<file path="src/rtl/z88_kbd_pkg.sv">
// z88_kbd_pkg: shared types and constants for the Z88 PS/2 keyboard.
// Receiver states, prefix bytes, matrix indices, keymap entry type.
package z88_kbd_pkg;

  typedef enum logic [1:0] {
    ST_IDLE,
    ST_DATA,
    ST_PAR,
    ST_STOP
  } rx_state_t;

  localparam logic [7:0] PFX_EXT  = 8'hE0;
  localparam logic [7:0] PFX_BRK  = 8'hF0;
  localparam logic [7:0] PFX_PAU  = 8'hE1;
  localparam logic [7:0] CODE_BAT = 8'hAA;

  localparam logic [5:0] KEY_ENTER  = 6'd6;
  localparam logic [5:0] KEY_DEL    = 6'd7;
  localparam logic [5:0] KEY_LEFT   = 6'd34;
  localparam logic [5:0] KEY_RIGHT  = 6'd35;
  localparam logic [5:0] KEY_A      = 6'd45;
  localparam logic [5:0] KEY_SPACE  = 6'd53;
  localparam logic [5:0] KEY_LSHIFT = 6'd54;
  localparam logic [5:0] KEY_RSHIFT = 6'd63;

  typedef struct packed {
    logic       valid;
    logic [5:0] idx;
  } map_ent_t;

  function automatic map_ent_t hit(logic [5:0] i);
    map_ent_t e;
    e.valid = 1'b1;
    e.idx   = i;
    return e;
  endfunction

endpackage

</file>
<file path="src/rtl/z88_kbd_ps2_if.sv">
// z88_kbd_ps2_if: PS/2 line pair plus matrix/event outputs.
// master = connector/host side, slave = keyboard front end.
interface z88_kbd_ps2_if;
  logic        ps2_clk;
  logic        ps2_dat;
  logic [63:0] kbmat;
  logic        key_evt;
  logic [7:0]  key_code;
  logic        frm_err;

  modport master (
    output ps2_clk, ps2_dat,
    input  kbmat, key_evt, key_code, frm_err
  );

  modport slave (
    input  ps2_clk, ps2_dat,
    output kbmat, key_evt, key_code, frm_err
  );
endinterface

</file>
<file path="src/rtl/z88_kbd_keymap.sv">
// z88_kbd_keymap: {ext,code} -> {hit,idx} translation.
// Pure lookup, no state.
module z88_kbd_keymap
  import z88_kbd_pkg::*;
(
  input  logic [8:0] key,
  output map_ent_t   ent
);

  // set-2 scan code to Z88 matrix index
  always_comb begin
    ent = '0;
    case (key)
      9'h01C:  ent = hit(KEY_A);
      9'h05A:  ent = hit(KEY_ENTER);
      9'h012:  ent = hit(KEY_LSHIFT);
      9'h059:  ent = hit(KEY_RSHIFT);
      9'h066:  ent = hit(KEY_DEL);
      9'h029:  ent = hit(KEY_SPACE);
      9'h174:  ent = hit(KEY_RIGHT);
      9'h16B:  ent = hit(KEY_LEFT);
      default: ent = '0;
    endcase
  end

endmodule

</file>
<file path="src/rtl/z88_kbd_ps2.sv">
// z88_kbd_ps2: PS/2 set-2 receiver driving the Z88 key matrix.
// Define KBD_DEGLITCH_EN to filter ps2_clk over FILT_LEN cycles.
module z88_kbd_ps2
  import z88_kbd_pkg::*;
#(
  parameter int TIMEOUT_CYC = 10000
`ifdef KBD_DEGLITCH_EN
  , parameter int FILT_LEN = 8
`endif
) (
  input logic          mck,
  input logic          rin_n,
  z88_kbd_ps2_if.slave bus
);

  localparam int WW = $clog2(TIMEOUT_CYC + 1);
  localparam logic [WW-1:0] TO_V = WW'(TIMEOUT_CYC);

  logic [1:0] csy, dsy;
  logic       dat, clk_f, clk_d, fall;

  // two-stage synchronisers for both PS/2 lines
  always_ff @(posedge mck or negedge rin_n) begin
    if (!rin_n) begin
      csy <= 2'b11;
      dsy <= 2'b11;
    end else begin
      csy <= {csy[0], bus.ps2_clk};
      dsy <= {dsy[0], bus.ps2_dat};
    end
  end

  assign dat = dsy[1];

`ifdef KBD_DEGLITCH_EN
  logic [FILT_LEN-1:0] filt;

  // clock only changes after FILT_LEN agreeing samples
  always_ff @(posedge mck or negedge rin_n) begin
    if (!rin_n) begin
      filt  <= '1;
      clk_f <= 1'b1;
    end else begin
      filt <= {filt[FILT_LEN-2:0], csy[1]};
      if (&filt)
        clk_f <= 1'b1;
      else if (~|filt)
        clk_f <= 1'b0;
    end
  end
`else
  assign clk_f = csy[1];
`endif

  // falling-edge detect on the (filtered) clock
  always_ff @(posedge mck or negedge rin_n) begin
    if (!rin_n)
      clk_d <= 1'b1;
    else
      clk_d <= clk_f;
  end

  assign fall = clk_d & ~clk_f;

  rx_state_t      state, state_n;
  logic [2:0]     bitcnt, bitcnt_n;
  logic [7:0]     shreg, shreg_n;
  logic           par_ok, par_n;
  logic [WW-1:0]  wdog, wdog_n;
  logic           byte_stb, rx_err;

  // receiver state and watchdog registers
  always_ff @(posedge mck or negedge rin_n) begin
    if (!rin_n) begin
      state  <= ST_IDLE;
      bitcnt <= '0;
      shreg  <= '0;
      par_ok <= 1'b0;
      wdog   <= '0;
    end else begin
      state  <= state_n;
      bitcnt <= bitcnt_n;
      shreg  <= shreg_n;
      par_ok <= par_n;
      wdog   <= wdog_n;
    end
  end

  // frame sequencing, parity/stop checks, timeout
  always_comb begin
    state_n  = state;
    bitcnt_n = bitcnt;
    shreg_n  = shreg;
    par_n    = par_ok;
    byte_stb = 1'b0;
    rx_err   = 1'b0;
    wdog_n   = (wdog == TO_V) ? wdog : wdog + WW'(1);
    if (fall) begin
      wdog_n = '0;
      unique case (state)
        ST_IDLE: begin
          if (!dat) begin
            state_n  = ST_DATA;
            bitcnt_n = '0;
          end else begin
            rx_err = 1'b1;
          end
        end
        ST_DATA: begin
          shreg_n  = {dat, shreg[7:1]};
          bitcnt_n = bitcnt + 3'd1;
          if (bitcnt == 3'd7)
            state_n = ST_PAR;
        end
        ST_PAR: begin
          par_n   = ^{shreg, dat};
          state_n = ST_STOP;
        end
        ST_STOP: begin
          if (dat && par_ok)
            byte_stb = 1'b1;
          else
            rx_err = 1'b1;
          state_n = ST_IDLE;
        end
      endcase
    end else if (wdog == TO_V && state != ST_IDLE) begin
      state_n = ST_IDLE;
      rx_err  = 1'b1;
    end
  end

  logic        ext, brk;
  logic [2:0]  skip;
  logic [63:0] kbmat;
  logic        key_evt, frm_err;
  logic [7:0]  key_code;
  map_ent_t    ent;
  logic        is_bat;

  z88_kbd_keymap u_map (
    .key ({ext, shreg}),
    .ent (ent)
  );

  assign is_bat = (shreg == CODE_BAT) && !brk;

  // byte decoder: prefixes, pause skip, BAT clear, matrix update
  always_ff @(posedge mck or negedge rin_n) begin
    if (!rin_n) begin
      ext      <= 1'b0;
      brk      <= 1'b0;
      skip     <= '0;
      kbmat    <= '0;
      key_evt  <= 1'b0;
      key_code <= '0;
      frm_err  <= 1'b0;
    end else begin
      key_evt <= 1'b0;
      frm_err <= rx_err;
      if (rx_err) begin
        ext  <= 1'b0;
        brk  <= 1'b0;
        skip <= '0;
      end else if (byte_stb) begin
        if (skip != 3'd0) begin
          skip <= skip - 3'd1;
        end else begin
          unique case (1'b1)
            shreg == PFX_EXT: ext <= 1'b1;
            shreg == PFX_BRK: brk <= 1'b1;
            shreg == PFX_PAU: begin
              skip <= 3'd7;
              ext  <= 1'b0;
              brk  <= 1'b0;
            end
            is_bat: begin
              kbmat <= '0;
              ext   <= 1'b0;
              brk   <= 1'b0;
            end
            default: begin
              if (ent.valid) begin
                kbmat[ent.idx] <= ~brk;
                key_evt        <= 1'b1;
                key_code       <= {brk, 1'b0, ent.idx};
              end
              ext <= 1'b0;
              brk <= 1'b0;
            end
          endcase
        end
      end
    end
  end

  assign bus.kbmat    = kbmat;
  assign bus.key_evt  = key_evt;
  assign bus.key_code = key_code;
  assign bus.frm_err  = frm_err;

endmodule

</file>
<file path="src/flat_wrapper.sv">
// flat-port wrapper written by rule: the top's interface ports become plain ports
module z88_kbd_ps2_flat import z88_kbd_pkg::*;
#(
  parameter int TIMEOUT_CYC = 10000

)
  (mck, rin_n, bus_ps2_clk, bus_ps2_dat, bus_kbmat, bus_key_evt, bus_key_code, bus_frm_err);
  z88_kbd_ps2_if bus_i ();
  input logic mck;
  input logic rin_n;
  input wire logic [$bits(bus_i.ps2_clk)-1:0] bus_ps2_clk;
  input wire logic [$bits(bus_i.ps2_dat)-1:0] bus_ps2_dat;
  output wire logic [$bits(bus_i.kbmat)-1:0] bus_kbmat;
  output wire logic [$bits(bus_i.key_evt)-1:0] bus_key_evt;
  output wire logic [$bits(bus_i.key_code)-1:0] bus_key_code;
  output wire logic [$bits(bus_i.frm_err)-1:0] bus_frm_err;
  assign bus_i.ps2_clk = bus_ps2_clk;
  assign bus_i.ps2_dat = bus_ps2_dat;
  assign bus_kbmat = bus_i.kbmat;
  assign bus_key_evt = bus_i.key_evt;
  assign bus_key_code = bus_i.key_code;
  assign bus_frm_err = bus_i.frm_err;
  z88_kbd_ps2 #(.TIMEOUT_CYC(TIMEOUT_CYC)) u_core (.mck(mck), .rin_n(rin_n), .bus(bus_i));
endmodule
</file>
<file path="config.mk">
export PLATFORM = sky130hd
export DESIGN_NAME = z88_kbd_ps2_flat
export DESIGN_NICKNAME = d
export VERILOG_FILES = /design/src/rtl/z88_kbd_pkg.sv /design/src/rtl/z88_kbd_ps2_if.sv /design/src/rtl/z88_kbd_keymap.sv /design/src/rtl/z88_kbd_ps2.sv /design/src/flat_wrapper.sv
export SDC_FILE = /design/constraint.sdc
export NUM_CORES = 1
export LEC_CHECK = 0
export ABC_CLOCK_PERIOD_IN_PS = 2500
export CAP_MARGIN = 0
export CORE_MARGIN = 5
export CORE_UTILIZATION = 35
export DETAILED_ROUTE_END_ITERATION = 8
export PLACE_DENSITY = 0.57
export SLEW_MARGIN = 20
export SYNTH_ARGS = -nofsm -noshare
export SYNTH_HDL_FRONTEND = slang
export SYNTH_HIERARCHICAL = 1
export SYNTH_SLANG_ARGS = --single-unit
</file>
<file path="constraint.sdc">
create_clock -name mck -period 2.5 [get_ports mck]
set_input_delay 0.5 -clock mck [delete_from_list [all_inputs] [get_ports mck]]
set_output_delay 0.5 -clock mck [all_outputs]
set_load 0.02 [all_outputs]
</file>
# [Yosys cells after proc, flatten, opt, wreduce, memory -nomap -nowiden]
# Index checks and enable logic that the tools add are counted.
[classes] n_eq_ne=24 n_reduce_logical=25 n_mux=40 magnitude_cmp=2 n_addsub=3 bitwise=7
[op_table] cell="case mux 64 bit (2 select lines)" count=1
[op_table] cell="bitwise mux 64 bit" count=1
[op_table] cell="2-to-1 mux 64 bit" count=1
[op_table] cell="case mux 7 bit (8 select lines)" count=1
[op_table] cell="== test 8 bit (second input constant)" count=4
[op_table] cell="2-to-1 mux 14 bit" count=2
[op_table] cell="== test 9 x 7 -> 1 bit (second input constant)" count=3
[op_table] cell="2-to-1 mux 1 bit" count=19
[op_table] cell="== test 9 x 5 -> 1 bit (second input constant)" count=2
[op_table] cell="== test 9 bit (second input constant)" count=2
[op_table] cell="2-to-1 mux 3 bit" count=5
[op_table] cell="adder 14 x 1 -> 14 bit (second input constant)" count=1
[op_table] cell="== test 14 bit (second input constant)" count=1
[op_table] cell="AND reduction 3 bit" count=4
[op_table] cell="AND reduction 5 bit" count=2
[op_table] cell="nonzero test 2 bit" count=5
[op_table] cell="== test 9 x 6 -> 1 bit (second input constant)" count=1
[op_table] cell="parity 9 bit" count=1
[op_table] cell="2-to-1 mux 2 bit" count=4
[op_table] cell="!= test 2 x 1 -> 1 bit (second input constant)" count=4
[op_table] cell="case mux 2 bit (4 select lines)" count=1
[op_table] cell="less-than comparator 6 x 7 -> 1 bit (second input constant)" count=1
[op_table] cell="demux 1 bit (select 6 bit)" count=1
[op_table] cell="greater-or-equal comparator 6 x 1 -> 1 bit (second input constant)" count=1
[op_table] cell="18 further kinds" count=33
[totals] out_inout_bits=74 inputBits=4 reg_bits=111

# [Depth between registers and ports, before layout]
# Gate-level depths: netlist of run 1.
[depth] ltp_word=9 mapped_depth=11 depth_no_buf=9

# [By module]
# Netlist of run 1, hierarchy kept.
[by_module_without_submodules] mod="z88_kbd_ps2" seq_area_each_um2=2783.9 cells_each=542 area_per_inst_um2=5231.3 n_inst=1
[by_module_without_submodules] mod="z88_kbd_keymap" seq_area_each_um2=0.0 cells_each=36 area_per_inst_um2=229.0 n_inst=1

# [Worst setup path after synthesis of run 1]
# Ideal clock, no wire load.
[synth_path] kind="register to register" startpoint="reg u_core.ext" endpoint="reg u_core.kbmat[32] (netlist: u_core/bus.kbmat[32])" path_slack_ps=-128 stages_incl_launch_ff=9 path_buffers=1 setup_ps=86 period_less_slack_ps=2628 required_ps=2414 t_arrival_ps=2542 path_cell_list="dfrtp_1 > or4b_4 > nor4_4 > nor2_1 > nand3_1 > clkbuf_1 > nor3b_1 > nand4_1 > o21ai_0"
[synth_lines] item="start: declaration" line_no="z88_kbd_ps2.sv:133" source="logic ext, brk;"
[synth_lines] item="start signal: assignment" line_no="z88_kbd_ps2.sv:151" source="ext <= 1'b0;"
[synth_lines] item="start signal: assignment" line_no="z88_kbd_ps2.sv:162" source="ext <= 1'b0;"
[synth_lines] item="start signal: assignment" line_no="z88_kbd_ps2.sv:170" source="shreg == PFX_EXT: ext <= 1'b1;"
[synth_lines] item="end signal: indexed assignment" line_no="z88_kbd_ps2.sv:184" source="kbmat[ent.idx] <= ~brk;"
[synth_lines] item="end: declaration" line_no="z88_kbd_ps2.sv:135" source="logic [63:0] kbmat;"

==> summary by stage, run 1 <==
Worst setup path
For the worst setup path, the data required time is 2.74 ns. The beginning of the worst register-to-register path is u_core/ext. The highest fanout seen on the critical path is 8. The critical path class is register to register.

The critical path starts at u_core/ext. The critical path endpoint is u_core/bus.kbmat[49]. The end of the worst register-to-register path is u_core/bus.kbmat[49]. The worst path arrival time is ~2.7 ns.

The worst setup path is captured at a register. The cell depth of the worst flop-to-flop path is 10. Setup slack on the worst reg-to-reg path comes out at roughly 0.038 ns. The worst setup path is launched from a register.

STA
The final hold violation count is 0. After routing, the total negative slack on setup checks comes to 0 ns. The post-layout minimum cycle time is around 2.5 ns. Timing would allow up to 406 MHz. The number of endpoints failing setup at the final stage is 0. Setup repair after global routing could not meet its margin everywhere. The final critical-path share of the clock period is 0.985. The relative max-transition margin is 0.563. At the pin with the least slew margin, the transition time is about 0.66 ns.

Final hold analysis gives a worst-case slack of roughly 0.16 ns. The final number of max-transition violations is 0. The worst clock skew is around 0.0097 ns.

Finish
The number of standard cells in the layout, taps in and fillers out is between 900 and 1000. The layout net count is 705. In the layout the commonest cells are dfrtp_1 (103), clkdlybuf4s50_1 (75), a21oi_1 (71). For this run, the share of the core covered by cells in the final layout is 0.477.

The layout cell share with drive strength beyond 1 is 0.200. Registers take 2790 um2. The synthesis-to-layout area growth is 33.2%.

In the final layout, the multi-input gates occupy around 2600 um2. The filler cells instantiated in the layout total 1404. The number of inserted diodes is 0. Leaving out fill and tap cells, the most frequent cell in the layout is dfrtp_1.

Yosys
For this run, the register share of the synthesized area comes to 0.510. The post-synthesis register bit count is about 110. After synthesis, the netlist uses 52 different library cells. The primary flip-flop cell chosen by synthesis mapping is dfrtp_1. The summed instance area of the synthesized netlist is roughly 5500 um2. The number of nets in the synthesized netlist is ~600. For this run, the number of Yosys warnings is 6. The number of instances in the synthesized netlist is around 580.

Each instance of the synthesized netlist takes up on average 9.45 um2. The share of flip-flops with an asynchronous set or reset after synthesis is 1.00. The number of enable-type register cells in the synthesized netlist is 0.

GRT
The number of global-route vias before repair is 4668. Entering global routing, the biggest net connects roughly 110 pins. The all-layer global routing usage is 0.176. The total global routing overflow is 0. The global-route wire length before repair is approximately 25 mm. The initial antenna violation count is 0.

CTS
The H-tree generated during clock tree synthesis spans 3 levels. The clock latency on the worst-skew pair is 0.36 ns. The number of hold buffers added after CTS is 0. The buffer depth of the longest clock path is 2. In this run, CTS created clock tree buffers numbering 9.

The tree is rooted in a clkbuf_16. After clock tree synthesis, the clock-pin slew on the worst setup and hold paths is ~0.07 ns. The CTS sink count is about 110. TritonCTS built the clock tree.

Drt
The post-route antenna net violation count is 0. The average detailed-routed wire length per instance is approximately 18 um. The detailed-route vias per instance is ~5.4. The violation count after the first detailed-routing iteration is 434. The via count of the routed design is ~5000. The first detailed-routing pass ran for 4 iterations. The total length of routed wires is ~16 mm. In the routed design, unresolved DRC markers number 0.

Outcome
The run finished with clean final reports.

Power and ir drop
The reported leakage power is approximately 3.0 nW. The maximum ir drop on the vdd rail is around 310 uV. Power spread over the standard cell area amounts to between 600 and 700 nW/um2.

Floorplanning
The die extent in y is about 130 um. The initial utilization of the core area, before any placement, comes to 0.358. The die is about 130 um wide.

The number of top-level pins is 78. In this run the core area contains between 40 and 50 standard-cell rows. The area of the placeable core is 15300 um2. The die area is ~18000 um2.

Place
The cell count after placement is around 900. Detailed placement finished with a half-perimeter wire length of around 11 mm. The count of input and output buffers is 76. At the end of routability-driven placement, the weighted congestion stood at 0.836.

Flow run
The tool flagged a number of max-cap violations equal to 0.

Min path
The class of the most critical hold timing path is input pin to async pin.
[worst min-delay path by stage]
stage	from	end	slack (ns)	cells past startpoint
after global routing	rin_n	u_core/bitcnt[2]	0.27	2
final	rin_n	u_core/bitcnt[2]	0.16	2
after detailed placement	u_core/csy[0]	u_core/csy[1]	0.35	0
after CTS	rin_n	u_core/bitcnt[2]	0.25	2
after global placement	u_core/csy[0]	u_core/csy[1]	0.35	0
after floorplan	rin_n	u_core/bitcnt[0]	0.20	0
[per-stage QoR]
step	total power [W]	setup WS [ns]	cell area (um2)
6_report	0.00463	0.0379	7280
5_1_grt	0.00487	-0.107	7280
4_1_cts	0.00464	-0.00684	7030
3_5_place_dp	0.00319	-0.0258	6730
3_3_place_gp	0.00315	-0.0666	6730
2_1_floorplan	0.00284	-0.128	5460
[what timing repair did]
action                                  4_1_cts  5_1_grt
pin swaps                                     2        8
gates resized for setup                       3       77
buffers inserted                              0       14
endpoints found under the setup margin       13       64
[cells by family after synthesis]
| group | synth area share |
|---|---|
| muxes | 0.0348 |
| AOI/OAI and AO/OA | 0.216 |
| and+or+nand+nor | 0.146 |
| adders and majority gates | 0.0229 |
| buffers and inverters | 0.0362 |
| xor gates and xnor gates | 0.0337 |
| DFF | 0.510 |
| other | 0.000687 |
[flip-flops by register name, summed over array words and instances, names as in the netlist, 2 cells and up]
name / count
u_core/bitcnt: 3
u_core/skip: 3
u_core/shreg: 8
u_core/state: 2
u_core/csy: 2
u_core/dsy: 2
u_core/bus.key_code: 7
u_core/wdog: 14
u_core/bus.kbmat: 64
[power breakdown]
part | switching, W | leakage, nW | internal, W
Clock | 0.000693 | 0.145 | 0.000728
Combinational | 0.000581 | 1.36 | 0.000511
Sequential | 0.000180 | 1.50 | 0.00193
Total | 0.00145 | 3.01 | 0.00317
[cell type report]
class | count | share of cell area
well taps | 211 | 0.0363
flip-flops and latches | 111 | 0.383
inverters | 13 | 0.00671
clock inverters | 5 | 0.00671
repair buffers | 137 | 0.175
multi-input cells | 419 | 0.358
clock buffers | 11 | 0.0334
[per-layer routing]
metal	wire (um)	global-route usage	up-vias
met3	945	0.0268	26
met4	325	0.0701	0
met5	0	0	-
li1	-	-	2301
met1	7260	0.250	2443
met2	7770	0.269	155
[cells in the mapped netlist (10+ instances only)]
master / number / area [um2]
o21ai_1: 25 / 125
clkbuf_1: 19 / 71.3
nor2_1: 40 / 150
a21oi_1: 72 / 360
nand2_1: 27 / 101
xnor2_1: 13 / 114
mux2_2: 16 / 180
ha_1: 10 / 125
o21ai_0: 107 / 536
nand4_1: 15 / 93.8
nand3_1: 14 / 70.1
dfrtp_1: 106 / 2650
inv_1: 13 / 48.8
[worst max-delay path, stage by stage (launching register included)]
cell	delay [ns]
dfrtp_1	0.42
or4b_4	0.59
nor4_4	0.18
a31oi_2	0.09
nand4_1	0.23
nand2_2	0.17
nor3_2	0.17
buf_6	0.17
a21oi_1	0.08
o21ai_1	0.15
o21ai_1	0.08
Note: power is estimated with default switching activity, not from simulation.
==> inputs of run 2 (changes only) <==
- PLACE_DENSITY: 0.57 -> 0.58
- SYNTH_HIERARCHICAL: 1 -> default
==> run 2 against run 1 <==
  * Total power shrank 5.2%
  * Sequential cell count is the same
  * Global-route usage shrank 3.9 points
  * Final cell count shrank 23%
  * Largest cell class unchanged
  * Highest routed layer unchanged
  * Via count shrank 31%
==> summary by stage, run 2 <==
Place
The count of input and output buffers was 76 (unchanged). The post-placement setup slack is 0.215 ns (+0.241 ns). The sum of net half-perimeters after detailed placement was 7.36 mm (-33%). The routability-driven placement congestion ratio came to 0.879 (+5.2%).

Drt
The number of remaining DRC errors is 0 (unchanged). The average detailed-routed wire length per instance is 15.4 um (-15%). The via count of the routed design came to 3393 (-31%). The violation count after the first detailed-routing iteration came to 225 (-48%). The first-pass iteration count of the detailed router is 5 (+1). The detailed-route vias per instance is 4.89 (-10%). The total length of routed wires came to 10.7 mm (-35%). The post-route antenna net violation count was 0 (unchanged).

GRT
The global-route wire length before repair is 18.3 mm (-28%). The all-layer global routing usage is 0.137 (-0.0391). The maximum number of pins on one net before global-route repair is 57 (-49%). The initial antenna violation count came to 0 (unchanged).

The number of global-route vias before repair is 3640 (-22%). The total global routing overflow came to 0 (unchanged).

Worst setup path
The count of buffer and inverter cells on the critical path was 0 (-1). Traced cell by cell, the critical path runs through nor2b_1 > a2bb2oi_1 > o31a_4 > or4_1 > o21a_1. The critical path class is register to register. The cell at the slowest stage of the critical path is dfrtp_1. The data required time at the worst endpoint is 2.73 ns (about the same). Grouping stages by cell kind, the critical path spends the most delay in simple AND/OR/NAND/NOR gates. The type of element capturing the critical path is a register.

The startpoint type of the worst setup path is a register. The worst path arrival time came to 2.53 ns (-0.17 ns). The delay of the slowest cell on the worst path is 0.59 ns (about the same). The highest fanout seen on the critical path was 14 (+6).

Finish
The layout net count is 524 (-26%). Ranked by flip-flop count, first place goes to u_core.bus.kbmat. Leaving out fill and tap cells, the most frequent cells in the layout are dfrtp_1 (106), clkdlybuf4s50_1 (75), and2_1 (59). The layout cell share with drive strength beyond 1 is 0.101 (-0.0985). The number of flip-flops under the largest register name is 64 (unchanged). The number of fill cells in the layout came to 1256 (-11%). The number of inserted diodes came to 0 (unchanged).

The largest registers in the layout are u_core.bus.kbmat: 64 flops, u_core.wdog: 14 flops, u_core.shreg: 8 flops. The synthesis-to-layout area growth is 24.8%. The library cell used most frequently in the layout, excluding fill and tap cells, is dfrtp_1.

CTS
The total clock buffers created by CTS is 9 (unchanged). The post-CTS setup-driven buffer insertion count came to 0 (unchanged). The buffer depth of the longest clock path is 2 (unchanged). The CTS sink count is 111 (unchanged). The master cell of the clock root buffer is clkbuf_16. The number of cells upsized or downsized after cts is 0 (-3). The number of hold buffers added after CTS came to 0 (unchanged).

The level count of the clock H-tree is 3 (unchanged). The clock latency on the worst-skew pair was 0.35 ns (about the same). TritonCTS built the clock tree.

The post-CTS clock slew at the launch and capture registers of the worst setup and hold paths was 0.07 ns (about the same).

STA
The setup TNS after final layout is 0 ns (unchanged). Setup repair after global routing left no endpoint under its margin. The post-layout worst setup margin came to 0.201 ns (+0.163 ns). The post-layout minimum cycle time is 2.30 ns (-0.163 ns).

The final critical-path share of the clock period is 0.920 (-0.0652). The final number of max-transition violations was 0 (unchanged). The number of endpoints failing setup at the final stage is 0 (unchanged). The worst clock skew was 0.0102 ns (+0.000545 ns). The final hold violation count is 0 (unchanged). The maximum operating frequency came to 435 MHz (+7.1%).

Floorplanning
The number of top-level pins is 78 (unchanged). The die extent in y is 129 um (-4.2%). The die area is 16700 um2 (-8.2%). The die width is 129 um (-4.2%).

The starting density of the core is 0.357 (-0.000664). The area of the placeable core was 13900 um2 (-8.7%). The cell row count is 43 (-4.4%).

Yosys
By count the netlist is led by dfrtp_1 (106), and2_1 (59), nor2_1 (24). The number of distinct standard cells referenced by the synthesized netlist is 68 (+31%). The average cell area after synthesis is 11.5 um2 (+22%).

The post-synthesis register bit count was 111 (unchanged). The total number of yosys warnings was 0 (-6). The primary flip-flop cell chosen by synthesis mapping is dfrtp_1. The number of enable-type register cells in the synthesized netlist is 0 (unchanged). The summed instance area of the synthesized netlist is 4980 um2 (-8.8%). By area the synthesized netlist is led by dfrtp_1 (53%), and2_1 (7.4%), ha_1 (2.8%). dfrtp_1 is the most common cell in the netlist. The top cell type by total area after synthesis is dfrtp_1.

The share of flip-flops with an asynchronous set or reset after synthesis is 1.00 (unchanged). The share of the synthesized area in the top cell type was 0.533 (+0.0471). The sequential cell area fraction in the yosys report came to 0.559 (+0.0495). The number of instances in the synthesized netlist is 432 (-25%). The number of nets in the synthesized netlist is 447 (-24%).

Outcome
The run finished with clean final reports.

Flow run
The max-cap check violation count is 0 (unchanged).

Min path
The class of the most critical hold timing path is input pin to async pin.

Power and ir drop
The maximum ir drop on the vdd rail is 412 uV (+32%). The total power per unit cell area is 707 nW/um2 (+11%). The reported leakage power is 2.79 nW (-7.2%).
run 2: area by class of cell:
| class | count | area, um2 | area share |
|---|---|---|---|
| sequential | 111 | 2780 | 0.448 |
| clock buffer | 11 | 233 | 0.0375 |
| timing repair buffer | 88 | 861 | 0.139 |
| inverter | 10 | 37.5 | 0.00604 |
| multi-input combinational | 289 | 2010 | 0.323 |
| clock inverter | 5 | 63.8 | 0.0103 |
| tap | 180 | 225 | 0.0363 |
run 2: final timing paths:
| check | start | endpoint | slack, ns | cells after the start |
|---|---|---|---|---|
| setup / recovery | u_core.shreg[3] | u_core.bus.key_code[5] | 0.20 | 5 |
| hold / removal | rin_n | u_core.bus.kbmat[23] | 0.03 | 1 |
| setup reg to reg | u_core.shreg[3] | u_core.bus.key_code[5] | 0.20 | 5 |
| hold reg to reg | u_core.csy[0] | u_core.csy[1] | 0.36 | 0 |
| max in group asynchronous | rin_n | u_core.clk_d | 1.81 | 2 |
| min in group mck | u_core.csy[0] | u_core.csy[1] | 0.36 | 0 |
run 2: layer usage:
| metal | global-route usage | up-vias | part of all wire |
|---|---|---|---|
| li1 | - | 1638 | - |
| met1 | 0.183 | 1653 | 0.47 |
| met2 | 0.202 | 95 | 0.45 |
| met3 | 0.0589 | 7 | 0.073 |
| met4 | 0.0414 | 0 | 0.012 |
| met5 | 0 | - | 0 |
run 2: kinds of logic (layout without fill, tap and decap cells):
group	after synthesis	in the layout	share of synthesized area
AND/OR/NAND/NOR	181	181	0.219
XOR/XNOR	17	17	0.0299
flip-flops	111	111	0.559
AO/OA/AOI/OAI	59	59	0.0825
adder cells (fa/ha/maj)	11	11	0.0277
multiplexers	20	20	0.0427
buffers and inverters	32	114	0.0377
other	1	1	0.000753
run 2: report_power, final:
group          internal (W)  leakage, nW  total (W)  switching, W
logic              0.000371         1.12   0.000777      0.000406
registers           0.00191         1.52    0.00216      0.000249
clock network      0.000791        0.146    0.00145      0.000660
total               0.00307         2.79    0.00439       0.00132
run 2: through the flow:
step	cell area [um2]	std cells	power (W)	utilization	hold slack [ns]
5_1_grt	6210	694	0.00464	0.446	0.0272
4_1_cts	6210	694	0.00444	0.446	0.0195
3_5_place_dp	5910	678	0.00296	0.424	0.347
3_3_place_gp	5910	678	0.00294	0.424	0.346
2_1_floorplan	4980	432	0.00277	-	0.204
6_report	6210	694	0.00439	0.446	0.0255
